--- src/rtl/wxyz_acc_check.sv ---
// ---------------------------------------------------------------------------
// wxyz_acc_check
//   Consumer end of the ABFT checksum accumulator. Each acc_valid pulse
//   delivers one finished w/x/y/z checksum set. Sets are matched in order
//   against expected sets queued on a separate reference stream. The block
//   reports per-lane mismatch, a saturating mismatch count and sticky
//   overflow flags to the fault handler.
//
//   Optional feature: define WXYZ_CHK_SYNDROME_EN to add the w/x/y/z_syn
//   outputs (acc - ref modulo 2^zBits per lane, registered with chk_valid).
//
// Ports
//   clk          clock, all state on the rising edge
//   rst          asynchronous reset, active low
//   acc_valid    1-cycle pulse, w/x/y/z_acc hold a finished checksum set
//   w/x/y/z_acc  accumulated checksums
//   ref_valid    reference push request
//   ref_ready    reference FIFO not full; push accepted on ref_valid&&ref_ready
//   w/x/y/z_ref  expected checksums
//   clear_stat   synchronous clear of err_count, acc_ovf and ref_ovf
//   chk_valid    1-cycle pulse, a comparison result is on err_lane/err_any
//   err_lane     per-lane mismatch {z,y,x,w}, holds until the next result
//   err_any      OR of err_lane, holds until the next result
//   err_count    number of mismatching results, saturates at all-ones
//   acc_ovf      sticky, an accumulated set was dropped
//   ref_ovf      sticky, a reference push was refused
//   w/x/y/z_syn  (WXYZ_CHK_SYNDROME_EN only) per-lane acc - ref
// ---------------------------------------------------------------------------
module wxyz_acc_check #(
   parameter int zBits        = 28,
   parameter int REF_DEPTH    = 4,
   parameter int ERR_CNT_BITS = 8
) (
   input  logic                    clk,
   input  logic                    rst,
   input  logic                    acc_valid,
   input  logic [zBits-1:0]        w_acc,
   input  logic [zBits-1:0]        x_acc,
   input  logic [zBits-1:0]        y_acc,
   input  logic [zBits-1:0]        z_acc,
   input  logic                    ref_valid,
   output logic                    ref_ready,
   input  logic [zBits-1:0]        w_ref,
   input  logic [zBits-1:0]        x_ref,
   input  logic [zBits-1:0]        y_ref,
   input  logic [zBits-1:0]        z_ref,
   input  logic                    clear_stat,
   output logic                    chk_valid,
   output logic [3:0]              err_lane,
   output logic                    err_any,
   output logic [ERR_CNT_BITS-1:0] err_count,
   output logic                    acc_ovf,
   output logic                    ref_ovf
`ifdef WXYZ_CHK_SYNDROME_EN
   ,
   output logic [zBits-1:0]        w_syn,
   output logic [zBits-1:0]        x_syn,
   output logic [zBits-1:0]        y_syn,
   output logic [zBits-1:0]        z_syn
`endif
);

   localparam int AW = $clog2(REF_DEPTH);
   localparam int SW = 4 * zBits;

   // Saturating increment of the mismatch counter.
   function automatic logic [ERR_CNT_BITS-1:0] sat_inc(input logic [ERR_CNT_BITS-1:0] c);
      if (c == {ERR_CNT_BITS{1'b1}})
         return c;
      return c + 1'b1;
   endfunction

   // Lane difference, wraps modulo 2^zBits.
   function automatic logic [zBits-1:0] lane_diff(input logic [zBits-1:0] a,
                                                  input logic [zBits-1:0] b);
      return a - b;
   endfunction

   logic [SW-1:0] live_set;
   logic [SW-1:0] ref_set_in;

   assign live_set   = {z_acc, y_acc, x_acc, w_acc};
   assign ref_set_in = {z_ref, y_ref, x_ref, w_ref};

   // Reference FIFO: pointers carry an extra wrap bit to tell full from empty.
   logic [SW-1:0] fifo_mem [REF_DEPTH];
   logic [AW:0]   wr_ptr;
   logic [AW:0]   rd_ptr;
   logic          fifo_empty;
   logic          fifo_full;
   logic          push;
   logic          ref_drop;

   assign fifo_empty = (wr_ptr == rd_ptr);
   assign fifo_full  = (wr_ptr[AW] != rd_ptr[AW]) && (wr_ptr[AW-1:0] == rd_ptr[AW-1:0]);
   assign ref_ready  = !fifo_full;
   // Readiness depends on full only, so a full FIFO popping this cycle still refuses.
   assign push       = ref_valid && !fifo_full;
   assign ref_drop   = ref_valid && fifo_full;

   // Pending buffer for an accumulated set still waiting on its reference.
   logic          pend_v;
   logic [SW-1:0] pend_set;

   // ---- stage p0: compare select and lane compare ----
   logic          fire_p0;
   logic [SW-1:0] opnd_p0;
   logic [SW-1:0] ref_head_p0;
   logic [3:0]    lane_err_p0;
   logic          pend_load;
   logic          acc_drop;

   assign fire_p0     = (pend_v || acc_valid) && !fifo_empty;
   assign opnd_p0     = pend_v ? pend_set : live_set;
   assign ref_head_p0 = fifo_mem[rd_ptr[AW-1:0]];

   always_comb begin
      lane_err_p0 = '0;
      for (int i = 0; i < 4; i++)
         lane_err_p0[i] = (opnd_p0[i*zBits +: zBits] != ref_head_p0[i*zBits +: zBits]);
   end

   // A live set goes into pend when it cannot be compared right now and pend is
   // free, or when pend itself is the operand being consumed this cycle.
   assign pend_load = acc_valid && (fire_p0 ? pend_v : !pend_v);
   assign acc_drop  = acc_valid && pend_v && !fire_p0;

   always_ff @(posedge clk) begin
      if (push)
         fifo_mem[wr_ptr[AW-1:0]] <= ref_set_in;
   end

   always_ff @(posedge clk) begin
      if (pend_load)
         pend_set <= live_set;
   end

   always_ff @(posedge clk or negedge rst) begin
      if (!rst) begin
         wr_ptr <= '0;
         rd_ptr <= '0;
         pend_v <= 1'b0;
      end else begin
         if (push)
            wr_ptr <= wr_ptr + 1'b1;
         if (fire_p0)
            rd_ptr <= rd_ptr + 1'b1;
         if (fire_p0)
            pend_v <= pend_v && acc_valid;
         else
            pend_v <= pend_v || acc_valid;
      end
   end

   // ---- stage p1: registered result ----
   always_ff @(posedge clk or negedge rst) begin
      if (!rst) begin
         chk_valid <= 1'b0;
         err_lane  <= '0;
         err_any   <= 1'b0;
      end else begin
         chk_valid <= fire_p0;
         if (fire_p0) begin
            err_lane <= lane_err_p0;
            err_any  <= |lane_err_p0;
         end
      end
   end

`ifdef WXYZ_CHK_SYNDROME_EN
   always_ff @(posedge clk or negedge rst) begin
      if (!rst) begin
         w_syn <= '0;
         x_syn <= '0;
         y_syn <= '0;
         z_syn <= '0;
      end else if (fire_p0) begin
         w_syn <= lane_diff(opnd_p0[0*zBits +: zBits], ref_head_p0[0*zBits +: zBits]);
         x_syn <= lane_diff(opnd_p0[1*zBits +: zBits], ref_head_p0[1*zBits +: zBits]);
         y_syn <= lane_diff(opnd_p0[2*zBits +: zBits], ref_head_p0[2*zBits +: zBits]);
         z_syn <= lane_diff(opnd_p0[3*zBits +: zBits], ref_head_p0[3*zBits +: zBits]);
      end
   end
`endif

   // Status: clear_stat wins over any coincident increment or overflow event.
   always_ff @(posedge clk or negedge rst) begin
      if (!rst) begin
         err_count <= '0;
         acc_ovf   <= 1'b0;
         ref_ovf   <= 1'b0;
      end else if (clear_stat) begin
         err_count <= '0;
         acc_ovf   <= 1'b0;
         ref_ovf   <= 1'b0;
      end else begin
         if (chk_valid && err_any)
            err_count <= sat_inc(err_count);
         if (acc_drop)
            acc_ovf <= 1'b1;
         if (ref_drop)
            ref_ovf <= 1'b1;
      end
   end

endmodule
--- config.mk ---
export PLATFORM = sky130hd
export DESIGN_NAME = wxyz_acc_check
export DESIGN_NICKNAME = d
export VERILOG_FILES = /design/src/rtl/wxyz_acc_check.sv
export SDC_FILE = /design/constraint.sdc
export NUM_CORES = 1
export LEC_CHECK = 0
export ABC_AREA = 1
export CORE_ASPECT_RATIO = 0.5
export CORE_UTILIZATION = 32
export CTS_CLUSTER_DIAMETER = 200
export CTS_CLUSTER_SIZE = 30
export DETAILED_ROUTE_END_ITERATION = 10
export GPL_TIMING_DRIVEN = 0
export PLACE_DENSITY = 0.55
export SLEW_MARGIN = 20
export SYNTH_ARGS = -nofsm -noshare
export SYNTH_HDL_FRONTEND = slang
export SYNTH_SLANG_ARGS = --single-unit
--- constraint.sdc ---
create_clock -name clk -period 18.34 [get_ports clk]
set_clock_uncertainty 0.05 [all_clocks]
set_input_delay 3.668 -clock clk [delete_from_list [all_inputs] [get_ports clk]]
set_output_delay 3.668 -clock clk [all_outputs]
set_load 0.01 [all_outputs]
Yosys cells after proc, flatten, opt, wreduce, memory -nomap -nowiden. Memory sizes are Yosys's and may differ from the RTL's. Index checks and enable logic that the tools add are counted.

Eq/ne operators: 9. $add $sub $neg: 3. Reductions and logical operators: 18. Muxes and demuxes: 15.

Operators with widths (count): $mux 112 (1); $ne 28x28->1 (4); $mux 8 (3); $mux 1 (11); $add 8x1->8 const B (1); $eq 8x8->1 const B (1); $logic_and 1x1->1 (8); $add 3x1->3 const B (2); $reduce_bool 2->1 (3); $logic_not 1->1 (4); $reduce_or 4->1 (1); $eq 3x3->1 (1); $ne 3x3->1 const B (1); $eq 2x2->1 (1); $reduce_and 2->1 (1); $logic_or 1x1->1 (1); $ne 1x1->1 (1).

RAM bits: 448. Word-level logic and storage cells: 56. Memories kept: 1. Input bits: 229. Output and inout port bits: 17. Bits in registers: 135.

Memories: fifo_mem (words 4, bits a word 112, rd ports 1, clocked after memory_dff 0, wr ports 1, line 86) `logic [SW-1:0] fifo_mem [REF_DEPTH];`.

Depth between registers and ports, before layout. Gate-level depths: netlist (run 1).

Depth in word-level cells: 7. Gate-level depth with buffers: 17. Depth with buffers taken out: 14.

Least setup slack after synthesis (run 1). Ideal clock, no wire load.

Kind: input -> register. Start: input acc_valid. End: register pend_set[0] (enable). Arrival time: 11654 ps. Setup slack: 5916 ps. Buffers on the path: 0. Cell stages on the path: 5. Required time: 17569 ps. Setup time: 721 ps. Cell sequence: inv_1 -> nand2_1 -> nand2_1 -> nor2_1 -> nor3_1.

Word-level cells in the longest chain between the ends: 4.

Ends and longest elaborated chain: start: declaration (line 36) `input logic acc_valid,`; $logic_or 1x1->1 (line 113) `assign fire_p0 = (pend_v || acc_valid) && !fifo_empty;`; $logic_and 1x1->1 (line 113); $mux 1 (line 125) `assign pend_load = acc_valid && (fire_p0 ? pend_v : !pend_v);`; $logic_and 1x1->1 (*) (line 125); net pend_load (line 110) `logic pend_load;`; end signal: assignment (line 135) `pend_set <= live_set;`; end: declaration (line 103) `logic [SW-1:0] pend_set;`.

Mark *: on every way through the listed nets, which the timed path passes. The rest lies on a longest branch. A chain may end at the register's enable or synchronous reset.

Worst setup path after layout (run 1).
Start: register rd_ptr[0]. End: output ref_ready.

Word-level cells in the longest chain between the ends: 3.

Ends and longest elaborated chain: start: declaration (line 88) `logic [AW:0] rd_ptr;`; start signal: assignment (line 147) `rd_ptr <= rd_ptr + 1'b1;`; $eq 2x2->1 (line 95) `assign fifo_full = (wr_ptr[AW] != rd_ptr[AW]) && (wr_ptr[AW-1:0] == rd_ptr[AW-1:0]);`; $logic_and 1x1->1 (line 95); $logic_not 1->1 (line 96) `assign ref_ready = !fifo_full;`; end: declaration (line 42) `output logic ref_ready,`.

No other way between the ends.

==> flow_summary.yaml, run 1 <==
outcome:
  status: "completed"
sta:
  grt_setup_unrepaired: "no"
  fin_crit_sh_pct: 34.80
  fin_setup_tns_ps: 0
  max_freq_mhz: 156.7
  final_period_minus_worst_setup_slack_ps: 6382
  worst-slew-pin-transition_ps: 782.1
  setup_viol: 0
  hold_violations: 0
  timing.max_slew.rel_slack_pct: 47.86
  pins_over_their_slew_limit: 0
floorplanning:
  std_cell_rows: 72
  initial_utilization_pct: 32.43
  boundaryPins: 246
  dieArea_sq_um: 79800
  area_of_the_placeable_core_sq_um: 77560
  dieWidth_um: 398.5
  die_y_um: 200.2
final_layout:
  drive_above_1_share_pct: 6.033
  area.growth.synth_to_final_pct: 21.05
  post_layout_util_pct: 39.26
  final_cell_area_sq_um: 30450
  num-nets-final: 2955
run:
  drv.max_cap_violation_count: 0
synth:
  netlist_area_pre_place_sq_um: 25150
  avg_synthesized_cell_area_sq_um: 10.45
  yosysSeqAreaShare_pct: 69.14
  synthesis.nets: 2642
  ys_ff_latch: 583
  synth_cell_types: 24
  synthCells: 2407
  synth.yosys.warnings: 0
clock_network:
  cts_max_path_buffers: 3
  cts_bufs_inserted: 23
  tritoncts_num_sinks: 583
  cts_resized: 0
  tritoncts_clock_tree: "yes"
  post_cts_hold_buffer_count: 0
  cts_root_cell: "clkbuf_16"
  cts_post_setup_buffers_inserted: 0
  clock_pin_slew_reported_for_the_worst_setup_and_hold_paths_after_clock_tree_synthesis_ps: 110
  clk_latency_ps: 580
  h_tree_depth: 1
setup_path:
  path_max_fanout: 10
  critPathKind: "reg2out"
  worstReg2RegEnd: "pend_set[61]"
  setup.reg_to_reg.worst_slack_ps: 14400
  worst_ep_required_time_ps: 14620
  worstReg2RegStart: "pend_v"
  critPathCaptureType: "output port"
  r2r_cells: 12
  setup.worst_path.start_class: "register"
  worst_ep_arrival_time_ps: 2660
route:
  drt_pre_antenna_iters: 5
  postRouteWirelength_mm: 73.64
  avgViaCountPerCell: 4.661
  drt_drc_violations_left: 0
  detail-route-antenna-nets: 0
  routedWlPerCell_um: 19.49
  drt-initial-drc-count: 1574
  vias: 17620
placed_design:
  port-buffer-count: 245
  detailed_place_hpwl_mm: 53.83
  gp_congestion: 0.8217
  dpl-instance-area_sq_um: 29780
worst_hold_path:
  timing.hold.worst.start: "err_lane[1]"
  hold_path_class: "reg2reg"
  timing.hold.worst_path_depth: 2
  worstHoldEndpoint: "err_lane[1]"
global_route:
  globalRouteOverflowTotal: 0
  grt_pass1_wl_mm: 107.9
  largest_net_degree_at_the_start_of_global_routing: 32
  grt_pass1_vias: 16410
  grt_antenna_before_repair: 7
  grt.total_usage_pct: 18.29
pwr:
  p_total_mw: 4.667
  max-vdd-ir-drop_v: 0.00007340
  power.density_nw_per_um2: 153.3
  leakagePower_nw: 12.05
==> area by class of cell <==
class	count	area (sq um)
multi-input cells	1540	6539
fillers	7382	47120
diodes	8	20.02
flip-flops and latches	583	17390
inverters	185	696.9
repair buffers	288	3288
clock inverters	1	20.02
plain buffers	99	560.5
well taps	1036	1296
clock buffers	39	635.6
==> flip-flops by register name (all words and copies together) (netlist names) <==
register,flops
acc_ovf,1
err_lane,4
chk_valid,1
rd_ptr,3
err_any,1
err_count,8
wr_ptr,3
fifo_mem,448
ref_ovf,1
pend_set,112
pend_v,1
==> cell usage after synthesis (all sizes together) <==
cell	n	area, sq um
nand3b	1	7.510
ha	6	75.07
buf	89	523.0
nand4	9	56.30
nor2	74	277.8
o21a	1	7.510
a21oi	11	55.05
edfxtp	560	16820
xor2	14	122.6
nand3	345	1727
nand2	986	3701
dfrtp	23	575.6
or2	2	12.51
a211oi	1	7.510
o21ai	87	435.4
clkbuf	10	37.54
xnor2	1	8.760
nor3	2	10.01
inv	185	696.9
==> placed cells by master, fill, tap and decap left out, types with 14 or more instances in the layout <==
master,instances
buf_2,68
edfxtp_1,560
nand2_1,986
clkdlybuf4s50_1,244
buf_4,25
buf_16,21
o21ai_0,87
inv_1,183
dfrtp_1,23
clkbuf_1,26
nor2_1,70
clkbuf_16,23
xor2_1,14
nand3_1,345
==> cell families after synthesis <==
| logic type | after synthesis | share of synthesized area [%] |
|---|---|---|
| AND/OR/NAND/NOR | 1419 | 23.03 |
| XOR/XNOR | 15 | 0.5223 |
| flip-flops | 583 | 69.14 |
| buffers and inverters | 284 | 4.999 |
| adder cells (fa/ha/maj) | 6 | 0.2985 |
| AO/OA/AOI/OAI | 100 | 2.010 |
==> per-layer routing <==
metal	vias up	share of wire, %	GRT usage (%)
met5	-	0	0
met4	0	2.5	4.789
met3	73	4.3	1.863
met2	388	49	31.12
met1	8489	44	24.88
li1	8665	-	-
==> worst max path at each step <==
stage          slack (ps)  cells after the start           end      start
4_1_cts             11930                      7     ref_ready  rd_ptr[0]
5_1_grt             11870                      7     ref_ready  rd_ptr[0]
2_1_floorplan        5920                      5   pend_set[0]  acc_valid
3_3_place_gp         -820                      6  pend_set[75]  acc_valid
6_report            11960                      7     ref_ready  rd_ptr[0]
3_5_place_dp        11610                     11  pend_set[61]  acc_valid
==> worst max-delay path, cell delays in order, from the launching register on <==
cell             delay (ps)
dfrtp_1                 410
buf_4                   180
inv_4                   140
buf_2                   350
nand2_1                  80
nand2_1                 100
nand4_1                 250
clkdlybuf4s50_1         570
==> power by group <==
part | internal (mW) | switching, mW
Combinational | 0.672 | 1.49
Clock | 0.244 | 0.403
Sequential | 1.79 | 0.0642
==> stage by stage <==
stage	cells	hold slack, ps	worst slack [ps]
after floorplan	2407	413.2	5916
after global placement	3688	423.0	-822.5
after detailed placement	3731	426.7	11610
after CTS	3771	455.1	11930
after global routing	3778	485.0	11870
final	3779	453.0	11960
(Power assumes the default switching activity.)
==> run 2, diff against run 1 <==
Clock period 18.34 ns to 6.6 ns, I/O delays scaled along.
==> run 2 against run 1 <==
Effect of this change: global-route usage is 0.15 points lower; count of clock-buffer cells in the layout increased by 1; first-iteration DRC count grew 0.76%; critical endpoint unchanged; cell count decreased by 0.13%; final area fell by 0.30%.
==> flow_summary.yaml, run 2 (synthesis gave the netlist of run 1 again) <==
pwr:
  power.switching_fraction_pct: 41.87
  seqPwrFrac_pct: 40.0
  p_total_mw: 12.91
  power_switching_mw: 5.406
  power_frac_clock_pct: 14.0
  power.density_nw_per_um2: 425.3
  cell_internal_pwr_mw: 7.505
  pwr-share-comb_pct: 45.9
  leakagePower_nw: 11.99
  max-vdd-ir-drop_v: 0.0002043
floorplanning:
  die_y_um: 200.2
  dieArea_sq_um: 79800
  std_cell_rows: 72
  dieWidth_um: 398.5
  area_of_the_placeable_core_sq_um: 77560
  boundaryPins: 246
  initial_utilization_pct: 32.43
placed_design:
  port-buffer-count: 245
  placement.setup.worst_slack_ps: 2478
  gp_congestion: 0.8363
  dpl-instance-area_sq_um: 29670
  numPlacedInstances: 3723
  detailed_place_hpwl_mm: 53.19
clock_network:
  cts_root_cell: "clkbuf_16"
  h_tree_depth: 1
  tritoncts_num_sinks: 583
  clk_latency_ps: 600
  cts_max_path_buffers: 3
  cts_resized: 0
  post_cts_hold_buffer_count: 0
  clock_pin_slew_reported_for_the_worst_setup_and_hold_paths_after_clock_tree_synthesis_ps: 110
  tritoncts_clock_tree: "yes"
  cts_bufs_inserted: 23
  cts_post_setup_buffers_inserted: 0
sta:
  final_period_minus_worst_setup_slack_ps: 4064
  setup_viol: 0
  hold_violations: 0
  pins_over_their_slew_limit: 0
  fin_crit_sh_pct: 61.57
  whs_ps: 452.8
  postLayoutSetupSlackWorst_ps: 2536
  max_freq_mhz: 246.1
  grt_setup_unrepaired: "no"
  timing.max_slew.rel_slack_pct: 45.32
  fin_setup_tns_ps: 0
  worst-slew-pin-transition_ps: 820.1
setup_path:
  timing.critical_path.from: "rd_ptr[0]"
  r2r_cells: 11
  worstReg2RegEnd: "pend_set[59]"
  setup.reg_to_reg.worst_slack_ps: 2960
  critPathCaptureType: "output port"
  path_max_fanout: 10
  critPathKind: "reg2out"
  worst_ep_arrival_time_ps: 2690
  worstReg2RegStart: "pend_v"
  worst_ep_required_time_ps: 5230
  setup.worst_path.start_class: "register"
route:
  drt-initial-drc-count: 1586
  postRouteWirelength_mm: 73.28
  detail-route-antenna-nets: 0
  drt_drc_violations_left: 0
  avgViaCountPerCell: 4.657
  drt_pre_antenna_iters: 6
  routedWlPerCell_um: 19.42
  vias: 17580
run:
  drv.max_cap_violation_count: 0
worst_hold_path:
  hold_path_class: "reg2reg"
  timing.hold.worst_path_depth: 1
  worstHoldEndpoint: "err_count[7]"
  timing.hold.worst.start: "err_count[7]"
global_route:
  largest_net_degree_at_the_start_of_global_routing: 32
  grt_antenna_before_repair: 10
  grt_pass1_wl_mm: 107.4
  grt_pass1_vias: 16540
  globalRouteOverflowTotal: 0
  grt.total_usage_pct: 18.14
final_layout:
  post_layout_util_pct: 39.14
  drive_above_1_share_pct: 5.790
  area.growth.synth_to_final_pct: 20.69
  num-nets-final: 2947
  mostFrequentLayoutCells: "986 x nand2_1, 560 x edfxtp_1, 345 x nand3_1"
  final_cell_area_sq_um: 30360
  fin_cells: 3774
  layout.cells.most_common: "nand2_1"
  largest_register_ffs: 448
outcome:
  status: "completed"
## run 2: worst max-delay path, cell delays in order (launching register included)
cell	delay [ps]
dfrtp_1	420
buf_4	190
inv_4	160
buf_2	330
nand2_1	90
nand2_1	110
nand4_1	230
clkdlybuf4s50_1	560
## run 2: power by group through the flow
stage                     sequential (mW)  combinational [mW]  clock, mW
after global routing                 5.23                6.60       1.96
after floorplan                      5.36                3.47          0
after detailed placement             5.26                5.97          0
after CTS                            5.17                5.99       1.85
final                                5.17                5.93       1.81
after global placement               5.51                5.55          0
## run 2: layout make-up
cell class | count | area (sq um)
Fill cell | 7416 | 47210
Tap cell | 1036 | 1296
Multi-Input combinational cell | 1540 | 6545
Buffer | 99 | 560.5
Antenna cell | 9 | 22.52
Clock buffer | 40 | 639.4
Inverter | 185 | 696.9
Clock inverter | 2 | 28.78
Timing Repair Buffer | 280 | 3177
Sequential cell | 583 | 17390
## run 2: how the worst max path moves through the flow
| stage | to | slack (ps) | cells after the start |
|---|---|---|---|
| after floorplan | fifo_mem[0][0] | -190 | 2 |
| after global placement | fifo_mem[2][20] | -5470 | 3 |
| after detailed placement | pend_set[59] | 2480 | 10 |
| after CTS | ref_ready | 2480 | 7 |
| after global routing | ref_ready | 2410 | 7 |
| final | ref_ready | 2540 | 7 |
## run 2: metal layers
metal  global-route usage (%)  part of all wire [%]
met3                    1.912                   4.6
met1                    24.23                    43
met4                    4.023                   1.9
met2                    31.68                    50
met5                        0                 0.037
